**src/rtl/uart_tx_serializer_pkg.sv**
```systemverilog
// Shared UART definitions used by the transmitter and the receiver.
//
// Contents:
//   STATE_*      3-bit FSM state encodings shared with the receiver
//   uart_state_e typed view of those encodings
//   IDLE_LEVEL   line level when nothing is being sent (mark)
//   START_LEVEL  line level of the start bit (space)
//   STOP_LEVEL   line level of the stop bit (mark)

package uart_tx_serializer_pkg;

    localparam logic [2:0] STATE_IDLE   = 3'd0;
    localparam logic [2:0] STATE_START  = 3'd1;
    localparam logic [2:0] STATE_DATA   = 3'd2;
    localparam logic [2:0] STATE_PARITY = 3'd3;
    localparam logic [2:0] STATE_STOP   = 3'd4;

    typedef enum logic [2:0] {
        StIdle   = STATE_IDLE,
        StStart  = STATE_START,
        StData   = STATE_DATA,
        StParity = STATE_PARITY,
        StStop   = STATE_STOP
    } uart_state_e;

    localparam logic IDLE_LEVEL  = 1'b1;
    localparam logic START_LEVEL = 1'b0;
    localparam logic STOP_LEVEL  = 1'b1;

endpackage

```
**src/rtl/uart_baud_tick.sv**
```systemverilog
// Bit-period timer for the UART transmitter.
//
// Counts clock cycles while Enable is high and pulses Tick on the last cycle of
// each BAUD_DIVISOR-cycle bit period. The count restarts at every bit boundary
// and is held at zero while Enable is low, so it never runs past
// BAUD_DIVISOR-1.
//
// Parameters:
//   BAUD_DIVISOR  clock cycles per serial bit (2 or more)
// Ports:
//   clk     system clock
//   reset   asynchronous active-high reset
//   Enable  count while high; clear while low
//   Tick    one-cycle pulse on the final cycle of a bit period

module uart_baud_tick
    import uart_tx_serializer_pkg::*;
#(
    parameter int unsigned BAUD_DIVISOR = 5208
) (
    input  logic clk,
    input  logic reset,
    input  logic Enable,
    output logic Tick
);

    localparam int unsigned CNT_W = (BAUD_DIVISOR > 1) ? $clog2(BAUD_DIVISOR) : 1;
    localparam logic [CNT_W-1:0] CNT_LAST = CNT_W'(BAUD_DIVISOR - 1);

    logic [CNT_W-1:0] bit_cnt;
    logic             at_last;

    assign at_last = (bit_cnt == CNT_LAST);
    assign Tick    = Enable && at_last;

    always_ff @(posedge clk or posedge reset) begin
        if (reset) begin
            bit_cnt <= '0;
        end else if (!Enable || at_last) begin
            bit_cnt <= '0;
        end else begin
            bit_cnt <= bit_cnt + CNT_W'(1);
        end
    end

endmodule

```
**src/rtl/uart_tx_serializer.sv**
```systemverilog
// UART transmit serializer: start bit, WORD_LENGTH data bits LSB first,
// optional even parity bit, one stop bit.
//
// Configuration macro:
//   UART_TX_PARITY_EN  when defined, an even-parity bit (XOR of the latched
//                      word) is sent between the last data bit and the stop
//                      bit. Undefined gives 8N1 frames at the default width.
//
// Parameters:
//   WORD_LENGTH   data bits per frame
//   BAUD_DIVISOR  clock cycles per serial bit (2 or more)
// Ports:
//   clk         system clock, rising edge
//   reset       asynchronous active-high reset
//   Transmit    frame request, only looked at while Busy is low
//   Data_In     word to send, latched in the accepting cycle
//   Serial_Out  TX line, idle high (registered)
//   Busy        high while a frame is in progress (registered)
//   Done        one-cycle pulse in the first idle cycle after a frame

module uart_tx_serializer
    import uart_tx_serializer_pkg::*;
#(
    parameter int unsigned WORD_LENGTH  = 8,
    parameter int unsigned BAUD_DIVISOR = 5208
) (
    input  logic                   clk,
    input  logic                   reset,
    input  logic                   Transmit,
    input  logic [WORD_LENGTH-1:0] Data_In,
    output logic                   Serial_Out,
    output logic                   Busy,
    output logic                   Done
);

    localparam int unsigned IDX_W = $clog2(WORD_LENGTH + 1);
    localparam logic [IDX_W-1:0] LAST_IDX = IDX_W'(WORD_LENGTH - 1);

    uart_state_e            state;
    logic [WORD_LENGTH-1:0] shift_reg;
    logic [WORD_LENGTH-1:0] shift_next;
    logic [IDX_W-1:0]       bit_idx;
    logic                   tick;
    logic                   timer_en;
`ifdef UART_TX_PARITY_EN
    logic                   parity_bit;
`endif

    assign shift_next = shift_reg >> 1;
    assign timer_en   = (state != StIdle);

    uart_baud_tick #(
        .BAUD_DIVISOR (BAUD_DIVISOR)
    ) u_baud_tick (
        .clk    (clk),
        .reset  (reset),
        .Enable (timer_en),
        .Tick   (tick)
    );

    // Outputs are registered alongside the state so that Serial_Out always
    // reflects the state being held; each transition loads the level of the
    // state being entered.
    always_ff @(posedge clk or posedge reset) begin
        if (reset) begin
            state      <= StIdle;
            shift_reg  <= '0;
            bit_idx    <= '0;
            Serial_Out <= IDLE_LEVEL;
            Busy       <= 1'b0;
            Done       <= 1'b0;
`ifdef UART_TX_PARITY_EN
            parity_bit <= 1'b0;
`endif
        end else begin
            Done <= 1'b0;
            unique case (state)
                StIdle: begin
                    if (Transmit) begin
                        state      <= StStart;
                        shift_reg  <= Data_In;
                        bit_idx    <= '0;
                        Serial_Out <= START_LEVEL;
                        Busy       <= 1'b1;
`ifdef UART_TX_PARITY_EN
                        // The shift register is consumed as bits go out, so
                        // parity is taken from the word as it is latched.
                        parity_bit <= ^Data_In;
`endif
                    end
                end
                StStart: begin
                    if (tick) begin
                        state      <= StData;
                        Serial_Out <= shift_reg[0];
                    end
                end
                StData: begin
                    if (tick) begin
                        if (bit_idx == LAST_IDX) begin
                            bit_idx <= '0;
`ifdef UART_TX_PARITY_EN
                            state      <= StParity;
                            Serial_Out <= parity_bit;
`else
                            state      <= StStop;
                            Serial_Out <= STOP_LEVEL;
`endif
                        end else begin
                            bit_idx    <= bit_idx + IDX_W'(1);
                            shift_reg  <= shift_next;
                            Serial_Out <= shift_next[0];
                        end
                    end
                end
`ifdef UART_TX_PARITY_EN
                StParity: begin
                    if (tick) begin
                        state      <= StStop;
                        Serial_Out <= STOP_LEVEL;
                    end
                end
`endif
                StStop: begin
                    if (tick) begin
                        state      <= StIdle;
                        Serial_Out <= IDLE_LEVEL;
                        Busy       <= 1'b0;
                        Done       <= 1'b1;
                    end
                end
                default: begin
                    state      <= StIdle;
                    Serial_Out <= IDLE_LEVEL;
                    Busy       <= 1'b0;
                end
            endcase
        end
    end

endmodule

```
**config.mk**
```make
export PLATFORM = sky130hd
export DESIGN_NAME = uart_tx_serializer
export DESIGN_NICKNAME = d
export VERILOG_FILES = /design/src/rtl/uart_tx_serializer_pkg.sv /design/src/rtl/uart_baud_tick.sv /design/src/rtl/uart_tx_serializer.sv
export SDC_FILE = /design/constraint.sdc
export NUM_CORES = 1
export LEC_CHECK = 0
export BUFFER_PORTS_ARGS = -buffer_cell sky130_fd_sc_hd__buf_4
export CAP_MARGIN = 0
export CORE_ASPECT_RATIO = 0.5
export CORE_UTILIZATION = 25
export CTS_BUF_LIST = sky130_fd_sc_hd__clkbuf_2
export DETAILED_ROUTE_END_ITERATION = 16
export HOLD_SLACK_MARGIN = 0.12
export MAX_ROUTING_LAYER = met4
export PLACE_DENSITY_LB_ADDON = 0.12
export SETUP_SLACK_MARGIN = 0.5
export SLEW_MARGIN = 20
export SYNTH_ARGS = -nofsm -noshare
export SYNTH_HDL_FRONTEND = slang
export SYNTH_SLANG_ARGS = --single-unit
```
**constraint.sdc**
```tcl
create_clock -name clk -period 2.85 [get_ports clk]
set_input_delay 0.4275 -clock clk [delete_from_list [all_inputs] [get_ports clk]]
set_output_delay 0.4275 -clock clk [all_outputs]
set_load 0.005 [all_outputs]
```
==> out/results.txt, run 1 <==
Status: finished, final reports clean
Gr usage total: 0.114
FFs w/ async S/R, synth: 1.00
Unique cell type count in the Yosys netlist: 40
Core area: 0.00626 mm²
Final setup vio count: 0
Per-cell routed wire length: 12.9 µm
TritonCTS Buffers: 5
Maximum clock rate: 0.454 GHz
# rows: 20
CTS tree: built
Worst VDD drop: 0.176 mV
Clk slew on worst S/H paths: 0.17 ns
Clock sinks: 31
Post-CTS setup buffer count: 0
First-pass GRT wire length: 5.95 mm
GP Congestion: 0.747
Layout cells sized above 1: 0.178
Cells after synthesis: 164
Routed Wire Length: 3.46 mm
Max-Cap Viols: 0
Reg-to-reg startpoint: u_baud_tick.bit_cnt[0]
Synth Cell Area: 0.00167 mm²
Layout Cell Area excl Fill: 0.00188 mm²
PortBufs: 13
HP Class: in2async
Placed inst area: 0.00184 mm²
Final hold viol count: 0
Yosys warning total: 0
Largest net degree at the start of global routing: 32
Crit start category: flop
Clock Latency Late Sink: 0.35 ns
Post-DP HPWL: 2.46 mm
Top post-synthesis cells by area: dfrtp_1 45%, mux2i_1 4.8%, xnor2_1 4.7%
Largest area contributor in the netlist: dfrtp_1
Antenna diodes: 0
Max reg flops: 13
R2R setup slack: 0.65 ns
Minimum clock period: 2.20 ns
Post-CTS Resized: 0
Commonest non-fill, non-tap cell in the layout: dfrtp_1
Ys flop type: dfrtp_1
Remaining global-route overflow: 0
R2R cell count: 6
Leakage dissipation: 0.759 nW
TritonRoute pass-1 iters: 4
H-tree levels: 2
CP required: 3.12 ns
Post-route setup TNS: 0 ns
Clock skew: 0.0245 ns
CP Capture Type: flop
CP Max Fanout: 15
Yosys top cell area share: 0.451
Reg2reg end: shift_reg[7]
Crit Path Class: reg2reg
DRC viols: 0
Area Growth Syn to Fin: 12.7%
Mapped Nets: 177
Slew Viols, Final: 0
CP Data Arrival Time: 2.47 ns
Register bit total from synthesis: 31
Post-Syn Area per Cell: 10.2 µm²
Die Ht: 59.7 µm
Slew HR: 0.512
Initial antenna violation count: 0
Register area share after synthesis: 0.467
Tcrit/Tclk final: 0.773
Cts hold-fix bufs: 0
Full die area: 0.00701 mm²
Vias per std cell: 4.60
Slew @ Worst Pin: 0.729 ns
DRC marker count from the first detailed-route iteration: 12
Antenna Violating Nets Remaining: 0
Vias: 1233
Vias in the first global route: 1252
CTS max path bufs: 2
Starting Density: 0.266
NumNets Final: 194
Commonest non-fill, non-tap cells in the layout: 30 x dfrtp_1, 20 x nor2_1, 17 x buf_4, 12 x nand2_1
DIE WIDTH: 117 µm
RSZ-0062 raised after global routing: no
IO Pins: 14
Post-synth EDFFs: 0
Final Power: 956 µW
Clock Tree Root: clkbuf_2
Total power per unit cell area: 510 mW/mm²
[worst max-delay path by stage]
stage / from / end / slack (ns) / depth (start not counted)
after CTS: u_baud_tick.bit_cnt[0] / u_baud_tick.bit_cnt[12] / 0.55 / 5
final: u_baud_tick.bit_cnt[0] / shift_reg[7] / 0.65 / 6
after floorplan: u_baud_tick.bit_cnt[0] / shift_reg[2] / 0.85 / 6
after global routing: u_baud_tick.bit_cnt[0] / shift_reg[7] / 0.53 / 6
after global placement: u_baud_tick.bit_cnt[0] / u_baud_tick.bit_cnt[4] / 0.66 / 5
after detailed placement: u_baud_tick.bit_cnt[0] / u_baud_tick.bit_cnt[12] / 0.58 / 5
[metal layers]
| layer | vias up | GRT usage | share of wire |
|---|---|---|---|
| li1 | 628 | - | - |
| met1 | 591 | 0.143 | 0.53 |
| met2 | 12 | 0.179 | 0.43 |
| met3 | 2 | 0.0315 | 0.028 |
| met4 | 0 | 0.0390 | 0.0078 |
| met5 | - | - | 0 |
[kinds of logic after synthesis]
family / after synthesis / share of synthesized area
DFF: 31 / 0.467
AOI/OAI and AO/OA: 35 / 0.156
xor gates and xnor gates: 12 / 0.0631
buffers and inverters: 15 / 0.0609
adders and majority gates: 2 / 0.0150
muxes: 8 / 0.0481
and+or+nand+nor: 61 / 0.191
[cell usage after synthesis (all sizes together), types with 5 or more instances]
cell,n
nor2,20
buf,5
a31oi,8
mux2i,8
a21oi,10
xnor2,9
nor3,7
nand2,12
inv,7
dfrtp,30
[power breakdown]
| part | internal, mW | leakage (nW) | switching, mW |
|---|---|---|---|
| logic | 0.0849 | 0.349 | 0.0906 |
| clock network | 0.0556 | 0.0249 | 0.142 |
| registers | 0.508 | 0.386 | 0.0756 |
[metrics by stage]
stage	hold WS (ns)	util	std cells	setup WS, ns
2_1_floorplan	0.455	-	164	0.846
3_3_place_gp	0.469	0.294	262	0.656
3_5_place_dp	0.483	0.294	262	0.581
4_1_cts	0.124	0.299	268	0.549
5_1_grt	0.140	0.300	268	0.530
6_report	0.139	0.300	268	0.646
[cell type report]
class | instances | area (µm²)
sequential | 31 | 777
multi-input combinational | 118 | 795
tap | 88 | 110
fill | 687 | 4380
timing repair buffer | 18 | 139
inverter | 7 | 26.3
clock buffer | 6 | 30.0
[critical path, stage by stage, from the launching register on]
cell     delay, ns
dfrtp_1       0.42
ha_1          0.27
or4b_1        0.54
o41ai_4       0.39
buf_6         0.21
nand2_1       0.07
a32o_1        0.23
No activity file was read; power rests on OpenSTA's default activity.
==> run 2: changes to the inputs <==
--- a/config.mk
+++ b/config.mk
@@ -5,6 +5,7 @@
 export SDC_FILE = /design/constraint.sdc
 export NUM_CORES = 1
 export LEC_CHECK = 0
+export ABC_AREA = 1
 export BUFFER_PORTS_ARGS = -buffer_cell sky130_fd_sc_hd__buf_4
 export CAP_MARGIN = 0
 export CORE_ASPECT_RATIO = 0.5
==> constraint.sdc (replaced) <==
create_clock -name clk -period 2.2 [get_ports clk]
set_input_delay 0.33 -clock clk [delete_from_list [all_inputs] [get_ports clk]]
set_output_delay 0.33 -clock clk [all_outputs]
set_load 0.005 [all_outputs]
==> out/results.txt, run 2 <==
Count leader, synth: nand2_1
DRC viols: 0
Vias per std cell: 4.33
Worst VDD drop: 0.200 mV
Finished Layout Cells: 342
Total power per unit cell area: 930 mW/mm²
Leakage dissipation: 0.990 nW
CP Capture Type: flop
Commonest non-fill, non-tap cells in the layout: 77 x nand2_1, 30 x dfrtp_1, 21 x nor2_1, 19 x inv_1, 15 x buf_4
Tcrit/Tclk final: 0.694
HP Class: in2reg
Layout cells sized above 1: 0.220
Antenna Violating Nets Remaining: 0
Post-CTS setup buffer count: 0
CP required: 2.47 ns
Clock sinks: 31
Unique cell type count in the Yosys netlist: 35
Vias in the first global route: 1426
Per-cell routed wire length: 11.5 µm
Status: finished, final reports clean
First-pass GRT wire length: 6.87 mm
Final hold viol count: 0
# rows: 21
Yosys warning total: 0
Minimum clock period: 1.53 ns
Vias: 1481
Most frequent cells after synthesis: 78 x nand2_1, 30 x dfrtp_1, 21 x nor2_1, 19 x inv_1, 13 x nand4_1
GP Congestion: 0.834
R2R setup slack: 0.67 ns
Clock Latency Late Sink: 0.37 ns
Register bit total from synthesis: 31
Synth Cell Area: 0.00179 mm²
CTS tree: built
Crit Path Class: reg2reg
Commonest non-fill, non-tap cell in the layout: nand2_1
Slew Viols, Final: 0
RSZ-0062 raised after global routing: no
H-tree levels: 2
Initial antenna violation count: 0
Max-Cap Viols: 0
Full die area: 0.00751 mm²
NumNets Final: 262
Ys flop type: dfrtp_1
IO Pins: 14
Largest area contributor in the netlist: dfrtp_1
Slowest cell on the critical path: dfrtp_1
Starting Density: 0.263
Gr usage total: 0.125
Post-Syn Area per Cell: 7.81 µm²
Antenna diodes: 0
Final setup vio count: 0
TritonCTS Buffers: 5
Clock Tree Root: clkbuf_2
Max reg flops: 13
Largest net degree at the start of global routing: 32
Slew HR: 0.718
Core area: 0.00681 mm²
Crit start category: flop
PortBufs: 13
DRC marker count from the first detailed-route iteration: 110
Yosys top cell area share: 0.420
CTS max path bufs: 2
DIE WIDTH: 122 µm
CP Data Arrival Time: 1.80 ns
TritonRoute pass-1 iters: 4
Top delay family on crit path: simple AND/OR/NAND/NOR gates
Die Ht: 61.8 µm
Maximum clock rate: 0.655 GHz
FFs w/ async S/R, synth: 1.00
Worst path max stage delay: 0.41 ns
Clk slew on worst S/H paths: 0.18 ns
Slew @ Worst Pin: 0.423 ns
Clock skew: 0.0141 ns
Post-synth EDFFs: 0
Worst Path Buf+Inv: 1
CP Cell Sequence: ha_1, nand2_1, nor2_2, nand3_4, nand2_8, buf_4, nor2_1
Post-DP HPWL: 2.83 mm
CP Max Fanout: 12
Register area share after synthesis: 0.435
Top post-synthesis cells by area: dfrtp_1 42%, nand2_1 16%, nand4_1 4.5%
Routed Wire Length: 3.94 mm
Cells after DPL: 333
Cells after synthesis: 229
Area Growth Syn to Fin: 14.8%
Mapped Nets: 242
Post-route setup TNS: 0 ns
Remaining global-route overflow: 0
==> run 2: changes by cell type in the layout (fill, tap and decap cells not counted), moves of 4 or more <==
cell / delta
nor2_2: +4
a32o_1: -4
nand4_1: +9
inv_1: +12
nand2_1: +65
o21ai_2: +4
a31oi_1: -7
a21oi_1: -5
nand3_1: +5
mux2i_1: -8
xnor2_1: -9
inv_2: +5
nand2_2: +7
==> run 2: where the power goes <==
| group | switching, mW | total, mW | internal, mW |
|---|---|---|---|
| sequential | 0.0998 | 0.813 | 0.714 |
| combinational | 0.536 | 0.810 | 0.274 |
| clock | 0.214 | 0.285 | 0.0709 |
| total | 0.849 | 1.91 | 1.06 |
==> run 2: path summary, 6_finish.rpt <==
path,start,end,cells past startpoint
min,Data_In[7],shift_reg[7],3
max in group asynchronous,reset,Serial_Out,4
min reg2reg,u_baud_tick.bit_cnt[0],u_baud_tick.bit_cnt[0],1
max,u_baud_tick.bit_cnt[0],u_baud_tick.bit_cnt[8],7
min in group asynchronous,reset,u_baud_tick.bit_cnt[0],4
max reg2reg,u_baud_tick.bit_cnt[0],u_baud_tick.bit_cnt[8],7
==> run 2: kinds of logic after synthesis <==
group                      share of synthesized area
DFF                                            0.435
xor gates and xnor gates                     0.00490
buffers and inverters                         0.0742
AOI/OAI and AO/OA                             0.0553
adders and majority gates                     0.0140
and+or+nand+nor                                0.417
==> run 2: cell type report <==
type / count / area (µm²)
repair buffers: 16 / 123
flip-flops and latches: 31 / 777
fillers: 752 / 4750
well taps: 92 / 115
clock inverters: 3 / 15.0
inverters: 26 / 100
clock buffers: 5 / 25.0
multi-input cells: 169 / 897
==> run 2: worst reg2reg max path: cells and delay by family (launching register included) <==
family / cells / cell delay, ns
simple gates: 5 / 0.62
flops: 1 / 0.41
buf+inv: 1 / 0.22
fa+ha+maj: 1 / 0.17
==> run 2: what timing repair did <==
action	CTS	global route
resized for setup	0	3
hold endpoints to repair	30	0
setup endpoints to repair	0	9
hold buffers	1	0
==> run 2: per-stage QoR <==
step	worst slack (ns)	cell area, µm²	power [mW]	util	hold WS [ns]
global route	0.509	2050	2.09	0.302	0.180
floorplan	0.848	1790	1.47	-	0.431
detailed placement	0.563	1980	1.63	0.291	0.459
CTS	0.523	2030	1.92	0.299	0.162
finish	0.674	2050	1.91	0.302	0.193
global placement	0.569	1980	1.63	0.291	0.458
==> run 2: routing by layer <==
metal | part of all wire | GRT usage | vias to the layer above
li1 | - | - | 776
met1 | 0.53 | 0.163 | 690
met2 | 0.44 | 0.189 | 13
met3 | 0.027 | 0.0356 | 2
met4 | 0.0074 | 0.0423 | 0
met5 | 0 | - | -
